**config.mk**
```make
export PLATFORM = sky130hd
export DESIGN_NAME = mood_reporter
export DESIGN_NICKNAME = d
export VERILOG_FILES = /design/src/rtl/mood_reporter.sv
export SDC_FILE = /design/constraint.sdc
export NUM_CORES = 1
export LEC_CHECK = 0
export ABC_CLOCK_PERIOD_IN_PS = 1800
export BUFFER_PORTS_ARGS = -buffer_cell sky130_fd_sc_hd__buf_2
export CORE_ASPECT_RATIO = 0.8
export CORE_MARGIN = 3
export CORE_UTILIZATION = 45
export DETAILED_ROUTE_END_ITERATION = 8
export PLACE_DENSITY_LB_ADDON = 0.15
export SLEW_MARGIN = 20
export SYNTH_ARGS = -nofsm -noshare
export SYNTH_HDL_FRONTEND = slang
export SYNTH_SLANG_ARGS = --single-unit
```
**constraint.sdc**
```tcl
create_clock -name clk -period 1.8 [get_ports clk]
set_input_delay 0.27 -clock clk [delete_from_list [all_inputs] [get_ports clk]]
set_output_delay 0.27 -clock clk [all_outputs]
set_load 0.05 [all_outputs]
```
**src/rtl/mood_reporter.sv**
```systemverilog
// Serialises {emotion, status} snapshots from the mood core as 4-byte UART 8N1 frames
// (A5, emotion, status, checksum), on change or on an idle heartbeat.
module mood_reporter #(
    parameter int unsigned CLKS_PER_BIT = 16,
    parameter int unsigned HEARTBEAT    = 4096
) (
    input  logic       clk,
    input  logic       rst,
    input  logic [7:0] emotion,
    input  logic [7:0] status,
    output logic       tx,
    output logic       busy,
    output logic [7:0] frames_sent
);

    localparam int unsigned CNT_W = (CLKS_PER_BIT > 1) ? $clog2(CLKS_PER_BIT) : 1;
    localparam int unsigned HB_W  = (HEARTBEAT > 1) ? $clog2(HEARTBEAT) : 1;
    localparam logic [CNT_W-1:0] CNT_LAST = CNT_W'(CLKS_PER_BIT - 1);
    localparam logic [CNT_W-1:0] CNT_ONE  = CNT_W'(1);
    localparam logic [HB_W-1:0]  HB_LAST  = HB_W'((HEARTBEAT > 0) ? (HEARTBEAT - 1) : 0);
    localparam logic [HB_W-1:0]  HB_ONE   = HB_W'(1);
    localparam bit               HB_EN    = (HEARTBEAT != 0);

    typedef enum logic [1:0] {
        IDLE  = 2'd0,
        START = 2'd1,
        DATA  = 2'd2,
        STOP  = 2'd3
    } state_t;

    function automatic logic [7:0] checksum(input logic [15:0] snap);
        return 8'hA5 ^ snap[15:8] ^ snap[7:0];
    endfunction

    function automatic logic [7:0] frame_byte(input logic [1:0] idx, input logic [15:0] snap);
        case (idx)
            2'd0:    return 8'hA5;
            2'd1:    return snap[15:8];
            2'd2:    return snap[7:0];
            default: return checksum(snap);
        endcase
    endfunction

    logic [15:0]      sync1_q, sync2_q, prev_q, last_sent_q;
    logic             go_q;
    state_t           state_q;
    logic [CNT_W-1:0] cnt_q;
    logic [2:0]       bit_q;
    logic [1:0]       byte_q;
    logic [7:0]       shift_q;
    logic [HB_W-1:0]  hb_q, hb_d;
    logic             hb_hit;
    logic             tx_q, busy_q;
    logic [7:0]       frames_q;

    // Two-flop synchroniser, previous-value register and a registered change trigger;
    // the trigger stage is what places the start bit four edges after capture.
    always_ff @(posedge clk) begin
        if (rst) begin
            sync1_q <= 16'h0000;
            sync2_q <= 16'h0000;
            prev_q  <= 16'h0000;
            go_q    <= 1'b0;
        end else begin
            sync1_q <= {emotion, status};
            sync2_q <= sync1_q;
            prev_q  <= sync2_q;
            go_q    <= (sync2_q == prev_q) && (sync2_q != last_sent_q);
        end
    end

    // Heartbeat next value: saturates at the terminal count until a frame clears it.
    always_comb begin
        hb_d   = hb_q;
        hb_hit = 1'b0;
        if (HB_EN) begin
            hb_hit = (hb_q == HB_LAST);
            if (!hb_hit) begin
                hb_d = hb_q + HB_ONE;
            end else begin
                hb_d = hb_q;
            end
        end else begin
            hb_hit = 1'b0;
        end
    end

    // Frame FSM; prev_q holds the exact value the start decision was based on,
    // so it is the snapshot latched into last_sent_q for the whole frame.
    always_ff @(posedge clk) begin
        if (rst) begin
            state_q     <= IDLE;
            cnt_q       <= '0;
            bit_q       <= 3'd0;
            byte_q      <= 2'd0;
            shift_q     <= 8'hFF;
            last_sent_q <= 16'h0000;
            hb_q        <= '0;
            tx_q        <= 1'b1;
            busy_q      <= 1'b0;
            frames_q    <= 8'd0;
        end else begin
            case (state_q)
                IDLE: begin
                    if (go_q || hb_hit) begin
                        state_q     <= START;
                        cnt_q       <= '0;
                        byte_q      <= 2'd0;
                        shift_q     <= 8'hA5;
                        last_sent_q <= prev_q;
                        hb_q        <= '0;
                        tx_q        <= 1'b0;
                        busy_q      <= 1'b1;
                    end else begin
                        hb_q   <= hb_d;
                        tx_q   <= 1'b1;
                        busy_q <= 1'b0;
                    end
                end
                START: begin
                    if (cnt_q == CNT_LAST) begin
                        cnt_q   <= '0;
                        bit_q   <= 3'd0;
                        state_q <= DATA;
                        tx_q    <= shift_q[0];
                    end else begin
                        cnt_q <= cnt_q + CNT_ONE;
                    end
                end
                DATA: begin
                    if (cnt_q == CNT_LAST) begin
                        cnt_q   <= '0;
                        shift_q <= {1'b0, shift_q[7:1]};
                        if (bit_q == 3'd7) begin
                            state_q <= STOP;
                            tx_q    <= 1'b1;
                        end else begin
                            bit_q <= bit_q + 3'd1;
                            tx_q  <= shift_q[1];
                        end
                    end else begin
                        cnt_q <= cnt_q + CNT_ONE;
                    end
                end
                STOP: begin
                    if (cnt_q == CNT_LAST) begin
                        cnt_q <= '0;
                        if (byte_q == 2'd3) begin
                            state_q  <= IDLE;
                            busy_q   <= 1'b0;
                            frames_q <= frames_q + 8'd1;
                        end else begin
                            byte_q  <= byte_q + 2'd1;
                            shift_q <= frame_byte(byte_q + 2'd1, last_sent_q);
                            tx_q    <= 1'b0;
                            state_q <= START;
                        end
                    end else begin
                        cnt_q <= cnt_q + CNT_ONE;
                    end
                end
                default: begin
                    state_q <= IDLE;
                    tx_q    <= 1'b1;
                    busy_q  <= 1'b0;
                end
            endcase
        end
    end

    assign tx          = tx_q;
    assign busy        = busy_q;
    assign frames_sent = frames_q;

endmodule

```
# Yosys cells after proc, flatten, opt, wreduce, memory -nomap -nowiden
# Index checks and enable logic that the tools add are counted.
# op_classes
addsub	5
eq_ne	20
muxes	37
n_bitwise	2
reduce_logical	17
# ops
op	n
8-bit one-hot mux with 3 select lines	2
8-bit two-way mux	4
12-bit two-way mux	2
16-bit equality test	1
2-bit two-way mux	8
16-bit inequality test	1
2-bit inequality test (second input constant)	8
12-bit by 1-bit adder with 12-bit output (second input constant)	1
12-bit equality test (second input constant)	1
4-bit AND reduction	3
1-bit two-way mux	10
5-bit AND reduction	2
3-bit two-way mux	3
8-bit by 1-bit adder with 8-bit output (second input constant)	1
2-bit equality test (second input constant)	4
4-bit two-way mux	2
2-bit one-hot mux with 4 select lines	1
4-bit one-hot mux with 2 select lines	1
8-bit bitwise XOR	1
3-bit one-hot mux with 2 select lines	1
3-bit AND reduction	2
4-bit by 1-bit adder with 4-bit output (second input constant)	1
2-bit by 1-bit equality test with 1-bit output (second input constant)	2
4-bit equality test (second input constant)	1
other kinds (15)	18
# totals
reg_bits	106
output_inout_bits	10
wordCells	95

# Longest topological paths before layout
# Gate-level depths: netlist (run 1).
# depth
depth_word	6
ltp_mapped	7
depth_no_buf	6

# Worst setup path before layout (run 1)
# No wires, ideal clock.
# synth_timing
path_kind	reg-to-reg
start	register frames_q[0] (netlist: frames_sent[0])
end	register frames_q[6] (netlist: frames_sent[6])
setup_time_ps	121
arrival_ps	1793
required_time_ps	1679
setup_slack_ps	-114
stages_incl_launch_ff	6
n_path_buf	0
path_cell_list	dfxtp_1 -> ha_1 -> inv_1 -> nor3_1 -> and3_1 -> mux2_2
# synth_between
elab_chain_len	1
# synth_lines
item	line	rtl
start: declaration	54	logic [7:0] frames_q;
start signal: assignment	151	frames_q <= frames_q + 8'd1;
8-bit by 1-bit adder with 8-bit output	151	
# No other way between the ends.
# A chain may end at the register's enable or synchronous reset.

# Worst setup path after layout (run 1)
# layout_timing
start	register hb_q[1]
end	register hb_q[1]
# layout_between
elab_chain_len	4
elab_cells_between_ends	7
classes_between	add/sub (1); eq/ne (2); mux (2); reduce/logical (2)
# layout_lines
item	line	rtl
start: declaration	51	logic [HB_W-1:0] hb_q, hb_d;
start signal: assignment	98	hb_q <= '0;
start signal: assignment	111	hb_q <= '0;
start signal: assignment	115	hb_q <= hb_d;
parallel branches: the longest is 4 deep, another holds 12-bit by 1-bit adder with 12-bit output	-	
# Several ways; the timed one is not identified. The select of a mux whose other input is x is not followed.

==> reports/summary.txt, run 1 <==
GRT met1 Usage - 24.7%
crit end category - register
antenna violations before repair - 0
post-synth top area cell - dfxtp_1
Die Span Y - 96.7 um
TritonCTS clock tree - built
DRT Pass-1 Iters - 4
sequential-to-total area share from yosys stat - 45.9%
DIE AREA - 0.0115 sq mm
syn avg cell area - 9.18 sq um
CTS clk-pin slew, worst paths - 0.08 ns
Synth Warn # - 0
CTS Sinks - 106
remaining antenna violation count - 0
Setup WS pre-CTS - -0.00653 ns
worst vdd ir - 0.588 mV
Mapped Area - 0.00462 sq mm
H-tree depth - 3
synth top area cells - dfxtp_1 46%, nor2b_1 7.0%, xnor2_1 4.9%
Core Footprint - 0.00981 sq mm
IO Count - 28
wire length per cell - 13.8 um
crit path cell chain - ha_1 > buf_4 > and3_1 > a31oi_2 > buf_4 > o21ai_1 > buf_4 > nor2_1
delay-heaviest family, CP - buffers and inverters
post-DP HPWL - 6790 um
Design Area, Final - 0.00543 sq mm
met2 Use GR - 26.7%
routing usage on met3 - 4.21%
CTS Root Cell - clkbuf_16
number of global-route vias before repair - 3433
Buf/Inv on CP - 3
RSZ-0062 raised after global routing - yes
clock tree buffer depth - 2
PortBufs - 27
Post-Syn Nets - 536
Total Wirelength - 9510 um
Tcrit/Tclk final - 96.5%
DRT iter0 DRCs - 225
final worst path period need - 1.74 ns
total number of vias - 3569
Synth async-reset ratio - 0%
Post-synth top cells - 106 x dfxtp_1, 52 x nor2b_1, 36 x a21oi_1
placed inst area - 0.00506 sq mm
clk_lat worst skew - 0.35 ns
count leader, synth - dfxtp_1
post-route setup TNS - 0 ns
DRC - 0
Pins Over Slew Limit - 0
initial core utilization - 47.1%
GRT Total Usage - 17.5%
largest net degree at the start of global routing - 58
Worst EP arrival - 2.03 ns
fmax - 575 MHz
Worst EP required - 2.09 ns
clk_skew - 0.00660 ns
total CTS buffers - 9
Final setup viols - 0
Min Hold Slack - 0.119 ns
Worst Setup Slack, final - 0.0622 ns
max cap viols - 0
Design Power - 5.17 mW
top-area cell type share of the netlist area - 45.9%
Crit-path slowest cell - dfxtp_1
cell mode on critical path - buf_4
Fin. Hold Viols - 0
layout cells sized above 1 - 17.4%
Die W - 119 um
area grow syn2layout - 17.5%
first-pass GRT wire length - 16700 um
# diodes - 0
crit path max fanout - 12
nets@finish - 578
outcome - finished, final reports clean
startpoint types - register
GRT Residual Overflow - 0
ys flop type - dfxtp_1
Pwr Density - 952 mW/mm^2
HP Class - in -> reg
Critical Path Max Stage Delay - 0.33 ns
Site Rows - 32
Post-synth EDFFs - 0
Pleak - 2.15 nW
Post-Synthesis Cells - 504
Hold-fix buffers, CTS - 0
Netlist cell types - 45
slew margin rel. - 64.0%
kind of critical path - reg -> reg
Slew @ Worst Pin - 0.539 ns
routability cong. - 0.802
Most Crowded Layer GR - met2
Yosys reg bits - 106
DR vias/cell - 5.20
worst register-to-register path, delay by kind of cell (launching register included):
kind	cells	cell delay, ns
buffers and inverters	3	0.50
flip-flops	1	0.33
AO/OA/AOI/OAI	2	0.32
AND/OR/NAND/NOR	2	0.31
adder cells (fa/ha/maj)	1	0.21
path summary, 6_finish.rpt:
check | cells past startpoint | startpoint | slack (ns) | end
max | 8 | hb_q[1] | 0.06 | hb_q[1]
min | 2 | status[6] | 0.12 | sync1_q[6]
max reg2reg | 8 | hb_q[1] | 0.06 | hb_q[1]
min reg2reg | 1 | sync1_q[14] | 0.44 | sync2_q[14]
layout make-up:
| cell class | instances | area (sq um) |
|---|---|---|
| clock inverters | 6 | 65.1 |
| repair buffers | 56 | 373 |
| fillers | 942 | 4380 |
| flip-flops and latches | 106 | 2130 |
| inverters | 13 | 48.8 |
| multi-input cells | 360 | 2400 |
| clock buffers | 10 | 239 |
| well taps | 136 | 170 |
power breakdown:
group	internal (mW)	switching (mW)	leakage, nW
sequential	2.45	0.0674	0.868
clock	1.02	0.951	0.150
combinational	0.303	0.382	1.14
total	3.77	1.40	2.15
registers in the layout, indices dropped and copies added, names as in the netlist:
name / flops
last_sent_q: 16
prev_q: 16
sync1_q: 16
sync2_q: 16
hb_q: 12
frames_sent: 8
shift_q: 8
cnt_q: 4
bit_q: 3
byte_q: 2
state_q: 2
busy: 1
go_q: 1
tx: 1
cells by family (layout without fill, tap and decap cells):
group                      Yosys count  count (layout)  share of synthesized area (%)
DFF                                106             106                           45.9
and+or+nand+nor                    188             188                           22.2
xor gates and xnor gates            52              52                           9.85
muxes                               11              11                           2.41
buffers and inverters               38              85                           3.14
adders and majority gates           14              14                           3.79
AOI/OAI and AO/OA                   95              95                           12.7
cells in the final DEF, fill, tap and decap left out, types with 3 or more instances in the layout:
master     Yosys  layout
dfxtp_2        0       8
a22oi_1        4       4
and3_1         6       6
buf_4          0      26
nand2b_1      12      12
nand3_1       22      21
o21ai_1        3       5
buf_2          2      27
nor3_1         4       3
mux2i_1       10      10
dfxtp_1      106      98
nor2b_1       52      51
xor2_1        26      26
inv_1         13      13
nor2_1        34      34
a221oi_1       4       4
a21oi_1       36      34
clkbuf_16      0       9
nand2_1       25      25
o21ai_0       27      25
xnor2_1       26      26
ha_1          14      12
nand4_1       16      16
nor4_1         8       7
a211oi_1       4       4
stage by stage:
stage / instances / util [%]
floorplan: 504 / -
global placement: 670 / 51.6
detailed placement: 670 / 51.6
CTS: 686 / 54.8
global route: 687 / 55.4
finish: 687 / 55.4
routing by layer:
layer  up-vias  part of all wire (%)  routed length [um]
li1       1824                     -                   -
met1      1662                    49                4680
met2        74                    45                4270
met3         9                   4.7                 444
met4         0                   1.2                 117
met5         -                     0                   0
repair_timing:
action	4_1_cts	5_1_grt
gates resized for setup	1	20
hold endpoints to repair	0	0
pin swaps	0	3
endpoints found under the setup margin	8	17
setup buffers	0	1
cloned	0	0
Power figures use the tool's default switching activity.
==> run 2, diff against run 1 <==
Settings changed: ABC_CLOCK_PERIOD_IN_PS 1800 to 1580, CORE_UTILIZATION 45 to 54.
Clock period 1.8 ns to 1.58 ns, I/O delays scaled along.
==> reports/summary.txt, run 2 (same netlist as run 1, synthesis figures left out) <==
outcome - finished with violations
failing checks - negative setup slack
TritonCTS clock tree - built
RSZ-0062 raised after global routing - yes
Crit-path slowest cell - dfxtp_2
largest net degree at the start of global routing - 36
kind of critical path - reg -> reg
crit path max fanout - 4
Final setup viols - 1
routability cong. - 0.934
final worst path period need - 1.60 ns
CTS Root Cell - clkbuf_8
GRT Total Usage - 21.0%
Worst EP arrival - 1.88 ns
dpl cells - 658
Pleak - 2.24 nW
remaining antenna violation count - 0
layout cells sized above 1 - 26.6%
delay-heaviest family, CP - compound AO/OA/AOI/OAI gates
Setup WS pre-CTS - -0.104 ns
post-layout util - 69.3%
Design Area, Final - 0.00563 sq mm
Site Rows - 29
antenna violations before repair - 0
post-DP HPWL - 7080 um
DRC - 0
number of global-route vias before repair - 3328
PortBufs - 27
Die W - 109 um
CTS clk-pin slew, worst paths - 0.10 ns
first-pass GRT wire length - 16000 um
Worst EP required - 1.85 ns
wire length per cell - 14.6 um
worst vdd ir - 0.797 mV
IO Count - 28
Buf/Inv on CP - 2
total CTS buffers - 9
Pwr Density - 948 mW/mm^2
DRT Pass-1 Iters - 5
Total Wirelength - 9910 um
nets@finish - 599
startpoint types - register
Slew @ Worst Pin - 0.380 ns
Fin. Hold Viols - 0
Critical Path Max Stage Delay - 0.35 ns
placed inst area - 0.00518 sq mm
Design Power - 5.33 mW
clk_skew - 0.00872 ns
max cap viols - 0
commonest non-fill, non-tap cell in the layout - dfxtp_1
total number of vias - 3752
CTS Sinks - 106
crit path cell chain - inv_2 > ha_2 > nor2b_4 > o31a_1 > buf_4 > nor3b_2 > o32ai_1
slew margin rel. - 74.4%
initial core utilization - 56.9%
Min Hold Slack - 0.0616 ns
fmax - 624 MHz
Finished Layout Cells - 679
Core Footprint - 0.00813 sq mm
clk_lat worst skew - 0.37 ns
crit end category - register
commonest non-fill, non-tap cells in the layout - 92 x dfxtp_1, 51 x nor2b_1, 41 x buf_4
clock tree buffer depth - 2
post-route setup TNS - -0.0216 ns
Pins Over Slew Limit - 0
Die Span Y - 88.8 um
H-tree depth - 3
DR vias/cell - 5.53
DIE AREA - 0.00972 sq mm
Tcrit/Tclk final - 101%
HP Class - in -> reg
DRT iter0 DRCs - 245
# diodes - 0
Worst Setup Slack, final - -0.0216 ns
GRT Residual Overflow - 0
Hold-fix buffers, CTS - 0
area grow syn2layout - 21.7%
==> run 2: report_power, final <==
| group | leakage, nW | switching (mW) | internal [mW] |
|---|---|---|---|
| combinational | 1.28 | 0.484 | 0.428 |
| sequential | 0.870 | 0.0967 | 2.79 |
| clock | 0.0920 | 0.943 | 0.590 |
==> run 2: what timing repair did <==
item	CTS	global route
hold endpoints to repair	0	0
setup buffers	1	2
gates cloned	1	2
resized for setup	21	48
endpoints found under the setup margin	23	49
pin swaps	3	4
==> run 2: path summary, 6_finish.rpt <==
| check | start | end | slack, ns | cells past startpoint |
|---|---|---|---|---|
| worst max-delay path | state_q[0] | state_q[0] | -0.02 | 7 |
| worst min-delay path | status[3] | sync1_q[3] | 0.06 | 2 |
| worst max register to register | state_q[0] | state_q[0] | -0.02 | 7 |
| worst min register to register | sync1_q[7] | sync2_q[7] | 0.44 | 1 |
==> run 2: per-layer routing <==
metal / vias up / routed length [um] / global-route usage [%]
met5: - / 0 / 0
met4: 0 / 79 / 6.00
met3: 9 / 612 / 5.03
met2: 97 / 4410 / 31.5
met1: 1775 / 4810 / 30.2
li1: 1871 / - / -
==> run 2: area by class of cell <==
class	count	area (sq um)
inverters	13	52.6
fillers	607	2500
clock inverters	6	51.3
well taps	108	135
repair inverters	1	7.51
multi-input cells	360	2580
repair buffers	76	542
clock buffers	9	124
flip-flops and latches	106	2140
